<file path="config.mk">
export PLATFORM = sky130hd
export DESIGN_NAME = vc_decoder_pipe
export DESIGN_NICKNAME = d
export VERILOG_FILES = /design/src/rtl/vc_decoder_pipe.sv
export SDC_FILE = /design/constraint.sdc
export NUM_CORES = 1
export LEC_CHECK = 0
export BUFFER_PORTS_ARGS = -buffer_cell sky130_fd_sc_hd__buf_2
export CAP_MARGIN = 20
export CELL_PAD_IN_SITES_DETAIL_PLACEMENT = 1
export CELL_PAD_IN_SITES_GLOBAL_PLACEMENT = 2
export CORE_MARGIN = 2
export CORE_UTILIZATION = 34
export CTS_CLUSTER_DIAMETER = 50
export DETAILED_ROUTE_END_ITERATION = 8
export PLACE_DENSITY_LB_ADDON = 0.1
export SYNTH_ARGS = -nofsm -noshare
export SYNTH_HDL_FRONTEND = slang
export SYNTH_SLANG_ARGS = --single-unit
</file>
<file path="constraint.sdc">
create_clock -name clk -period 1.3 [get_ports clk]
set_input_delay 0.195 -clock clk [delete_from_list [all_inputs] [get_ports clk]]
set_output_delay 0.195 -clock clk [all_outputs]
set_load 0.1 [all_outputs]
</file>
<file path="src/rtl/vc_decoder_pipe.sv">
// vc_decoder_pipe
//   Pipelined, flow-controlled binary decoder. An index accepted on the input
//   val/rdy channel is decoded at enqueue time, as one-hot (MODE=0) or
//   thermometer (MODE=1). The decoded vector is stored in a 2-entry skid buffer
//   and presented on the output val/rdy channel. in_rdy and out_val are derived
//   from state registers only, so no rdy or val path crosses the block
//   combinationally.
//
// Optional feature macro: VC_DECODER_PIPE_OOR_EN
//   When defined, adds the out_oor port and a 1-bit out-of-range flag per entry.
//
// Parameters:
//   W_IN   index width in bits
//   W_OUT  decoded vector width, 1 .. 2**W_IN
//   MODE   0 = one-hot, 1 = thermometer
//
// Ports:
//   clk       clock, rising edge
//   reset     synchronous active-high reset
//   in_val    input index valid
//   in_rdy    block can accept an index this cycle (0 while reset is high)
//   in_bits   binary index
//   out_val   decoded vector valid
//   out_rdy   consumer accepts the vector this cycle
//   out_bits  decoded vector of the head entry (holds its last value when empty)
//   out_oor   head entry index was >= W_OUT (VC_DECODER_PIPE_OOR_EN only)
module vc_decoder_pipe #(
    parameter int unsigned W_IN  = 3,
    parameter int unsigned W_OUT = 8,
    parameter int unsigned MODE  = 0
) (
    input  logic             clk,
    input  logic             reset,
    input  logic             in_val,
    output logic             in_rdy,
    input  logic [W_IN-1:0]  in_bits,
    output logic             out_val,
    input  logic             out_rdy,
    output logic [W_OUT-1:0] out_bits
`ifdef VC_DECODER_PIPE_OOR_EN
    ,
    output logic             out_oor
`endif
);

    // Elaboration-time parameter checks.
    if (MODE > 1) begin : g_bad_mode
        $fatal(1, "vc_decoder_pipe: MODE must be 0 (one-hot) or 1 (thermometer)");
    end
    if (W_OUT < 1 || W_OUT > (2 ** W_IN)) begin : g_bad_width
        $fatal(1, "vc_decoder_pipe: W_OUT must be in 1 .. 2**W_IN");
    end

    localparam logic [1:0] StEmpty = 2'd0;
    localparam logic [1:0] StOne   = 2'd1;
    localparam logic [1:0] StTwo   = 2'd2;

    // One spare bit so W_OUT == 2**W_IN is representable in the range compare.
    localparam int unsigned WExt = W_IN + 1;
    typedef logic [WExt-1:0] idx_ext_t;

    logic [1:0]       state_q, state_d;
    logic [W_OUT-1:0] head_q, head_d;
    logic [W_OUT-1:0] skid_q, skid_d;
    logic [W_OUT-1:0] dec_bits;
    idx_ext_t         in_ext;
    logic             enq;
    logic             deq;

`ifdef VC_DECODER_PIPE_OOR_EN
    logic head_oor_q, head_oor_d;
    logic skid_oor_q, skid_oor_d;
    logic dec_oor;
`endif

    // Flow control comes from registered state only (reset gating aside).
    assign in_rdy  = ~reset && (state_q != StTwo);
    assign out_val = (state_q != StEmpty);
    assign enq     = in_val && in_rdy;
    assign deq     = out_val && out_rdy;

    assign out_bits = head_q;
`ifdef VC_DECODER_PIPE_OOR_EN
    assign out_oor  = head_oor_q;
`endif

    // Full-width compare: an index >= W_OUT matches no bit in one-hot mode and
    // exceeds every bit position in thermometer mode, giving zeros / ones.
    assign in_ext = {1'b0, in_bits};

    always_comb begin
        dec_bits = '0;
        for (int i = 0; i < W_OUT; i++) begin
            if (MODE == 0) begin
                dec_bits[i] = (in_ext == idx_ext_t'(i));
            end else begin
                dec_bits[i] = (idx_ext_t'(i) <= in_ext);
            end
        end
    end

`ifdef VC_DECODER_PIPE_OOR_EN
    assign dec_oor = (in_ext >= idx_ext_t'(W_OUT));
`endif

    always_comb begin
        state_d = state_q;
        head_d  = head_q;
        skid_d  = skid_q;
`ifdef VC_DECODER_PIPE_OOR_EN
        head_oor_d = head_oor_q;
        skid_oor_d = skid_oor_q;
`endif
        case (state_q)
            StEmpty: begin
                if (enq) begin
                    state_d = StOne;
                    head_d  = dec_bits;
`ifdef VC_DECODER_PIPE_OOR_EN
                    head_oor_d = dec_oor;
`endif
                end
            end
            StOne: begin
                if (enq && deq) begin
                    // Head leaves while the new entry takes its place.
                    head_d = dec_bits;
`ifdef VC_DECODER_PIPE_OOR_EN
                    head_oor_d = dec_oor;
`endif
                end else if (enq) begin
                    state_d = StTwo;
                    skid_d  = dec_bits;
`ifdef VC_DECODER_PIPE_OOR_EN
                    skid_oor_d = dec_oor;
`endif
                end else if (deq) begin
                    // Head register keeps its value so out_bits holds when empty.
                    state_d = StEmpty;
                end
            end
            StTwo: begin
                if (deq) begin
                    state_d = StOne;
                    head_d  = skid_q;
`ifdef VC_DECODER_PIPE_OOR_EN
                    head_oor_d = skid_oor_q;
`endif
                end
            end
            default: begin
                state_d = StEmpty;
            end
        endcase
    end

    always_ff @(posedge clk) begin
        if (reset) begin
            state_q <= StEmpty;
            head_q  <= '0;
            skid_q  <= '0;
`ifdef VC_DECODER_PIPE_OOR_EN
            head_oor_q <= 1'b0;
            skid_oor_q <= 1'b0;
`endif
        end else begin
            state_q <= state_d;
            head_q  <= head_d;
            skid_q  <= skid_d;
`ifdef VC_DECODER_PIPE_OOR_EN
            head_oor_q <= head_oor_d;
            skid_oor_q <= skid_oor_d;
`endif
        end
    end

endmodule

</file>
# Word-level counts from Yosys, hierarchy flattened
# Cells that the tools add are included.
# op_classes
n_eq_ne,15
n_mux,10
bitwise_logic,2
reduce_logical,11
# op_table
cell,n
8-bit two-way mux,3
8-bit case mux with 3 select lines,1
"3-bit equality test, second input constant",4
2-bit two-way mux,5
"2-bit inequality test, second input constant",5
4-bit AND reduction,2
"3-bit by 2-bit equality test with 1-bit output, second input constant",2
2-bit case mux with 3 select lines,1
1-bit logical AND,4
4-bit logical NOT,1
"3-bit by 1-bit equality test with 1-bit output, second input constant",1
"3-bit inequality test, second input constant",1
3-bit AND reduction,1
3-bit nonzero test,1
"2-bit by 1-bit equality test with 1-bit output, second input constant",1
"2-bit equality test, second input constant",1
2-bit logical NOT,1
1-bit NOT,2
2-bit nonzero test,1
# totals
regBits,18
output_inout_bits,10
word_cells,41

# Depth between registers and ports, before layout
# Gate-level depths: netlist of the first run.
# depth
word_depth,6
ltp_mapped,4

# Worst setup path after synthesis of the first run
# No wires, ideal clock.
# synth_timing
path_kind,register to output
start,reg state_q[0]
end,out in_rdy
arrival_time_ns,2.022
required_ns,1.105
slack_ns,-0.917
path_stages_with_launch,4
cell_sequence,dfxtp_1 nand2b_1 buf_6 nor2b_1
# synth_between
elab_chain_len,2
# synth_lines
element,line_no,text
start: declaration,62,"logic [1:0] state_q, state_d;"
start signal: assignment,159,state_q <= StEmpty;
start signal: assignment,167,state_q <= state_d;
2-bit inequality test,77,assign in_rdy = ~reset && (state_q != StTwo);
1-bit logical AND,77,
end: declaration,35,"output logic in_rdy,"
# Every way passes these cells.

# Worst setup path in the final report of the first run
# Ends and elaborated chain as after synthesis.

==> summary.md, run 1 <==
| Metric | Value |
|---|---|
| Outcome | complete, but fails checks |
| Violated checks | setup timing |
| Logic pwr share | 28.7% |
| CTS Hold Bufs | 0 |
| Total power | 1.32 mW |
| Area grow syn2layout | 20.0% |
| Final WL | 2.51 mm |
| Seq/Total Area, Yosys | 34.9% |
| Die ar. | 3500 µm² |
| Compound-Gate Fraction of Synth Area | 28.2% |
| Critical path arrival | 1160 ps |
| Top_reg_cell synth | dfxtp_1 |
| Switching Share | 34.8% |
| Hpwl dp | 1.77 mm |
| RSZ-0062 raised after global routing | true |
| Main combinational cell family by area after synthesis | compound AO/OA/AOI/OAI gates |
| Cell Area, Synth | 1030 µm² |
| Htree depth | 1 |
| Filler cell count | 362 |
| Hold Crit Class | in -> reg |
| Fin. max-slew vios | 0 |
| Vias/cell | 5.54 |
| Num CTS Buffers | 3 |
| Drt pass-1 iters | 4 |
| Clock Pin Slew Worst Setup and Hold Paths | 110 ps |
| Max Freq | 0.739 GHz |
| Detailed-route via count | 847 |
| Final hold vios | 0 |
| Clk pwr share | 26.5% |
| Critical Path Fanout Max | 7 |
| Iteration-0 DRC Markers | 42 |
| Worst Max-Slew Pin Slew | 485 ps |
| Yosys top cell area share | 34.9% |
| Async set-reset flop share out of synthesis | 0% |
| Leakage | 0.488 nW |
| Vias in the first global route | 817 |
| Period utilisation layout | 104% |
| Type of the worst setup path | reg -> out |
| Total of max-cap violations | 0 |
| Register bit count reported by yosys | 18 |
| Longest Clk Path Bufs | 2 |
| Flop pwr share | 44.8% |
| Post-synthesis instance total | 101 |
| IO Count | 17 |
| Number of synthesized flops with an enable pin | 0 |
| Worst hold stages | 3 |
| Worst slew margin | 67.9% |
| Sinks on Clock Net | 18 |
| Worst skew pair latency | 290 ps |
| Simple-gate share of the synthesized area | 18.4% |
| Initial antenna violation count | 0 |
| R2R cell count | 4 |
| WL/cell | 16.4 µm |
| Critical Path End Type | output port |
| # diodes | 0 |
| PD cells | 1060 nW/µm² |
| I/O Buffers | 16 |
| Die H | 59.1 µm |
| Hold_ws | 239 ps |
| Top cells by area, synth | dfxtp_1 (35%), a211oi_2 (9.7%), mux2i_1 (8.7%) |
| Wire length of the first global-routing pass | 4.20 mm |
| GRT Resource Usage Total | 16.3% |
| Final ANT Viol Nets | 0 |
| Cells after DPL | 147 |
| Commonest non-fill, non-tap cell in the layout | buf_2 |
| Syn Nets | 108 |
| Post-Layout Cell Count | 153 |
| Mean Syn Cell Area | 10.2 µm² |
| Drc violations | 0 |
| Core area | 2980 µm² |
| # setup viols final | 2 |
| Number of synthesis warnings | 0 |
| Largest net degree at the start of global routing | 14 |
| VDD IR-drop max | 0.428 mV |
| Synth cell types | 29 |
| CTS tree | yes |
| Overflow after GRT | 0 |
| P_sw | 459 µW |
| Largest area contributor in the netlist | dfxtp_1 |
| Cell row count | 20 |
| Die W | 59.1 µm |
| Internal power | 859 µW |
| Clock Skew | 4.45 ps |
| Placed Area | 1160 µm² |
| Mux cell area share after synthesis | 8.72% |
| Post-Synth XOR/XNOR Area | 0% |
| Adder-Cell Fraction of Synth Area | 0% |
| Final instance area | 1240 µm² |
| Nets | 128 |
| Post-route minimum period | 1350 ps |
| Fin worst setup slack | -53.0 ps |
| Req. time, crit path | 1110 ps |
| CTS Root Cell | clkbuf_4 |
| Most frequent cells in the layout | buf_2 (13), a21oi_1 (9) |
| Worst Setup Start Kind | flip-flop |
| Share of cells above drive strength 1 | 50.8% |
| Starting density of the core | 34.7% |
| Routability congestion estimate | 0.743 |
[flip-flops by register name, summed over array words and instances, names as in the netlist]
| signal | count |
|---|---|
| out_bits | 8 |
| skid_q | 8 |
| state_q | 2 |
[path summary, 6_finish.rpt]
kind / slack, ps / from / endpoint
worst max-delay path: -50 / state_q[0]$_SDFFE_PP0P_ / in_rdy
worst min-delay path: 240 / reset / state_q[1]$_SDFFE_PP0P_
worst max register to register: 50 / state_q[0]$_SDFFE_PP0P_ / out_bits[0]$_SDFFE_PP0P_
worst min register to register: 490 / skid_q[6]$_SDFFE_PP0P_ / skid_q[6]$_SDFFE_PP0P_
[metal layers]
metal	vias up	track usage [%]	wire length, µm
li1	427	-	-
met1	403	22.2	1260
met2	15	25.4	1150
met3	2	3.28	72
met4	0	5.84	19
met5	-	0	0
[per-stage QoR]
stage,util [%],TNS (ps),setup slack (ps)
after detailed placement,38.9,-1.66,-1.66
after CTS,41.1,-82.6,-75.5
after global placement,38.9,0,53.6
after global routing,41.6,-177,-110
final,41.6,-54.0,-53.0
after floorplan,-,-58.3,-34.6
[area by class of cell]
cell class              count  area [µm²]  share of cell area, %
multi-input cells          73         608                   49.0
well taps                  33        41.3                   3.33
repair buffers             24         173                   13.9
inverters                   1        3.75                  0.303
clock buffers               4        36.3                   2.93
flip-flops and latches     18         378                   30.5
[cell families (layout without fill, tap and decap cells)]
family	count (synthesis)	in the layout
AND/OR/NAND/NOR	28	28
buffers and inverters	10	29
flip-flops	18	18
multiplexers	9	9
AO/OA/AOI/OAI	36	36
[Yosys cell counts, types with 2 or more instances]
cell type	n
nor2_1	2
buf_6	3
a211oi_2	8
mux2i_1	9
dfxtp_1	18
clkbuf_8	4
nor3b_1	3
nand3_1	8
a21oi_1	9
a311oi_1	8
o21ai_0	8
and3b_2	3
nand2b_1	2
[timing repair]
| item | in CTS | in global routing |
|---|---|---|
| gates resized for setup | 5 | 5 |
| endpoints found under the setup margin | 10 | 9 |
| buffers inserted | 2 | 0 |
| pin swaps | 1 | 1 |
[power groups by stage]
stage / sequential, mW / combinational (mW) / clock, mW
final: 0.591 / 0.379 / 0.349
after global routing: 0.595 / 0.398 / 0.398
after CTS: 0.590 / 0.375 / 0.370
after detailed placement: 0.606 / 0.366 / 0
after global placement: 0.605 / 0.364 / 0
after floorplan: 0.732 / 0.168 / 0
[worst max-delay path, cell delays in order (launching register included)]
cell and delay (ps):
dfxtp_4 390, nand2b_4 140, nor2b_4 160, buf_12 180
Power figures use the tool's default switching activity.
==> run 2: changes to the inputs <==
Settings changed: PLACE_DENSITY set to 0.75, PLACE_DENSITY_LB_ADDON 0.1 to unset.
==> summary.md, run 2 (synthesis results as in run 1) <==
| Metric | Value |
|---|---|
| Outcome | complete, but fails checks |
| Violated checks | setup timing |
| Area grow syn2layout | 20.6% |
| Hold Crit Class | in -> reg |
| Req. time, crit path | 1110 ps (about the same) |
| Cell row count | 20 (unchanged) |
| GRT Resource Usage Total | 16.3% (+0.060 points) |
| Clock Skew | 9.84 ps (+5.39 ps) |
| Wire length of the first global-routing pass | 4.15 mm (-1.0%) |
| CTS Root Cell | clkbuf_4 |
| Most frequent cells in the layout | buf_2 (12), a21oi_1 (9), mux2i_1 (9) |
| Total of max-cap violations | 0 (unchanged) |
| Detailed-route via count | 874 (+3.2%) |
| Largest net degree at the start of global routing | 12 (-2) |
| Overflow after GRT | 0 (unchanged) |
| Worst slew margin | 67.9% (about the same) |
| Post-route minimum period | 1360 ps (+7.20 ps) |
| Htree depth | 1 (unchanged) |
| PD cells | 1010 nW/µm² (-4.8%) |
| Vias in the first global route | 830 (+1.6%) |
| IO Count | 17 (unchanged) |
| Die H | 59.1 µm (unchanged) |
| R2R cell count | 4 (unchanged) |
| Final ANT Viol Nets | 0 (unchanged) |
| Type of the worst setup path | reg -> out |
| Fin. max-slew vios | 0 (unchanged) |
| Worst skew pair latency | 300 ps (about the same) |
| Clock Pin Slew Worst Setup and Hold Paths | 100 ps (about the same) |
| Die W | 59.1 µm (unchanged) |
| Multi-input logic area | 603 µm² (-0.82%) |
| Core area | 2980 µm² (unchanged) |
| Routability congestion estimate | 0.738 (-0.58%) |
| # diodes | 0 (unchanged) |
| CTS tree | yes |
| Critical path arrival | 1170 ps (about the same) |
| Leakage | 0.511 nW (+4.6%) |
| Drc violations | 0 (unchanged) |
| Initial antenna violation count | 0 (unchanged) |
| Hpwl dp | 1.81 mm (+2.4%) |
| Register area | 378 µm² (unchanged) |
| I/O Buffers | 16 (unchanged) |
| Post-Layout Cell Count | 154 (+0.65%) |
| Iteration-0 DRC Markers | 12 (-71%) |
| Filler cell count | 336 (-7.2%) |
| Fin worst setup slack | -60.2 ps (-7.20 ps) |
| Nets | 130 (+1.6%) |
| Commonest non-fill, non-tap cell in the layout | buf_2 |
| Num CTS Buffers | 3 (unchanged) |
| Share of cells above drive strength 1 | 49.6% (-1.2 points) |
| Vias/cell | 5.68 (+2.5%) |
| Period utilisation layout | 105% (+0.55 points) |
| Worst Setup Start Kind | flip-flop |
| VDD IR-drop max | 0.627 mV (+46%) |
| Die ar. | 3500 µm² (unchanged) |
| Longest Clk Path Bufs | 2 (unchanged) |
| Worst hold stages | 2 (-1) |
| Final hold vios | 0 (unchanged) |
| WL/cell | 16.7 µm (+2.0%) |
| # setup viols final | 5 (+3) |
| Total power | 1.26 mW (-4.4%) |
| Sinks on Clock Net | 18 (unchanged) |
| Drt pass-1 iters | 4 (unchanged) |
| Final core occ | 41.8% (+0.21 points) |
| Worst Max-Slew Pin Slew | 485 ps (-0.517 ps) |
| Cells after DPL | 148 (+0.68%) |
| RSZ-0062 raised after global routing | true |
| Critical Path End Type | output port |
| Starting density of the core | 34.7% (unchanged) |
| Final WL | 2.58 mm (+2.7%) |
| Critical Path Fanout Max | 2 (-5) |
| Max Freq | 0.735 GHz (-0.53%) |
[run 2: cell count changes in the layout (fill, tap and decap cells not counted)]
cell      previous run  this run
a311oi_1             7         6
a311oi_2             1         2
buf_2               13        12
buf_6                0         2
clkbuf_4             4         5
clkbuf_8             1         0
mux2i_1              6         9
mux2i_2              3         0
[run 2: stage by stage]
| stage | setup slack (ps) | setup TNS, ps | cell area (µm²) | hold slack (ps) |
|---|---|---|---|---|
| finish | -60.2 | -151 | 1250 | 261 |
| global route | -111 | -1040 | 1250 | 258 |
| CTS | -77.3 | -184 | 1230 | 253 |
| detailed placement | -15.6 | -15.6 | 1170 | 470 |
| global placement | 37.3 | 0 | 1170 | 458 |
| floorplan | -34.6 | -58.3 | 1060 | 393 |
[run 2: final cells by class]
| class | instances | area share, % |
|---|---|---|
| Inverter | 1 | 0.301 |
| Tap cell | 33 | 3.31 |
| Multi-Input combinational cell | 73 | 48.4 |
| Clock buffer | 3 | 1.81 |
| Timing Repair Buffer | 26 | 15.9 |
| Sequential cell | 18 | 30.3 |
[run 2: final timing paths]
| kind | start | to | slack [ps] |
|---|---|---|---|
| hold reg to reg | skid_q[4]$_SDFFE_PP0P_ | skid_q[4]$_SDFFE_PP0P_ | 480 |
| setup / recovery | state_q[1]$_SDFFE_PP0P_ | out_val | -60 |
| hold / removal | reset | state_q[0]$_SDFFE_PP0P_ | 260 |
| setup reg to reg | state_q[1]$_SDFFE_PP0P_ | out_bits[2]$_SDFFE_PP0P_ | -40 |
[run 2: power breakdown]
part	switching [mW]	internal [mW]	total, mW
sequential	0.0157	0.575	0.591
clock	0.185	0.108	0.293
combinational	0.263	0.114	0.377
total	0.464	0.797	1.26
[run 2: critical path, cell delays in order, from the launching register on]
cell and delay (ps):
dfxtp_4 360, buf_6 110, or2_4 230, buf_12 160
[run 2: repair_timing]
item	in CTS	in global routing
hold buffers	0	0
setup endpoints to repair	3	18
pin swaps	1	0
buffers inserted	3	0
gates resized for setup	7	4
[run 2: metal layers]
metal  vias to the layer above  part of all wire, %  GRT usage [%]
met2                        17                   49           26.2
met3                         5                  2.7           2.62
met1                       419                   46           20.5
li1                        433                    -              -
met5                         -                    0              0
met4                         0                  2.4           9.74
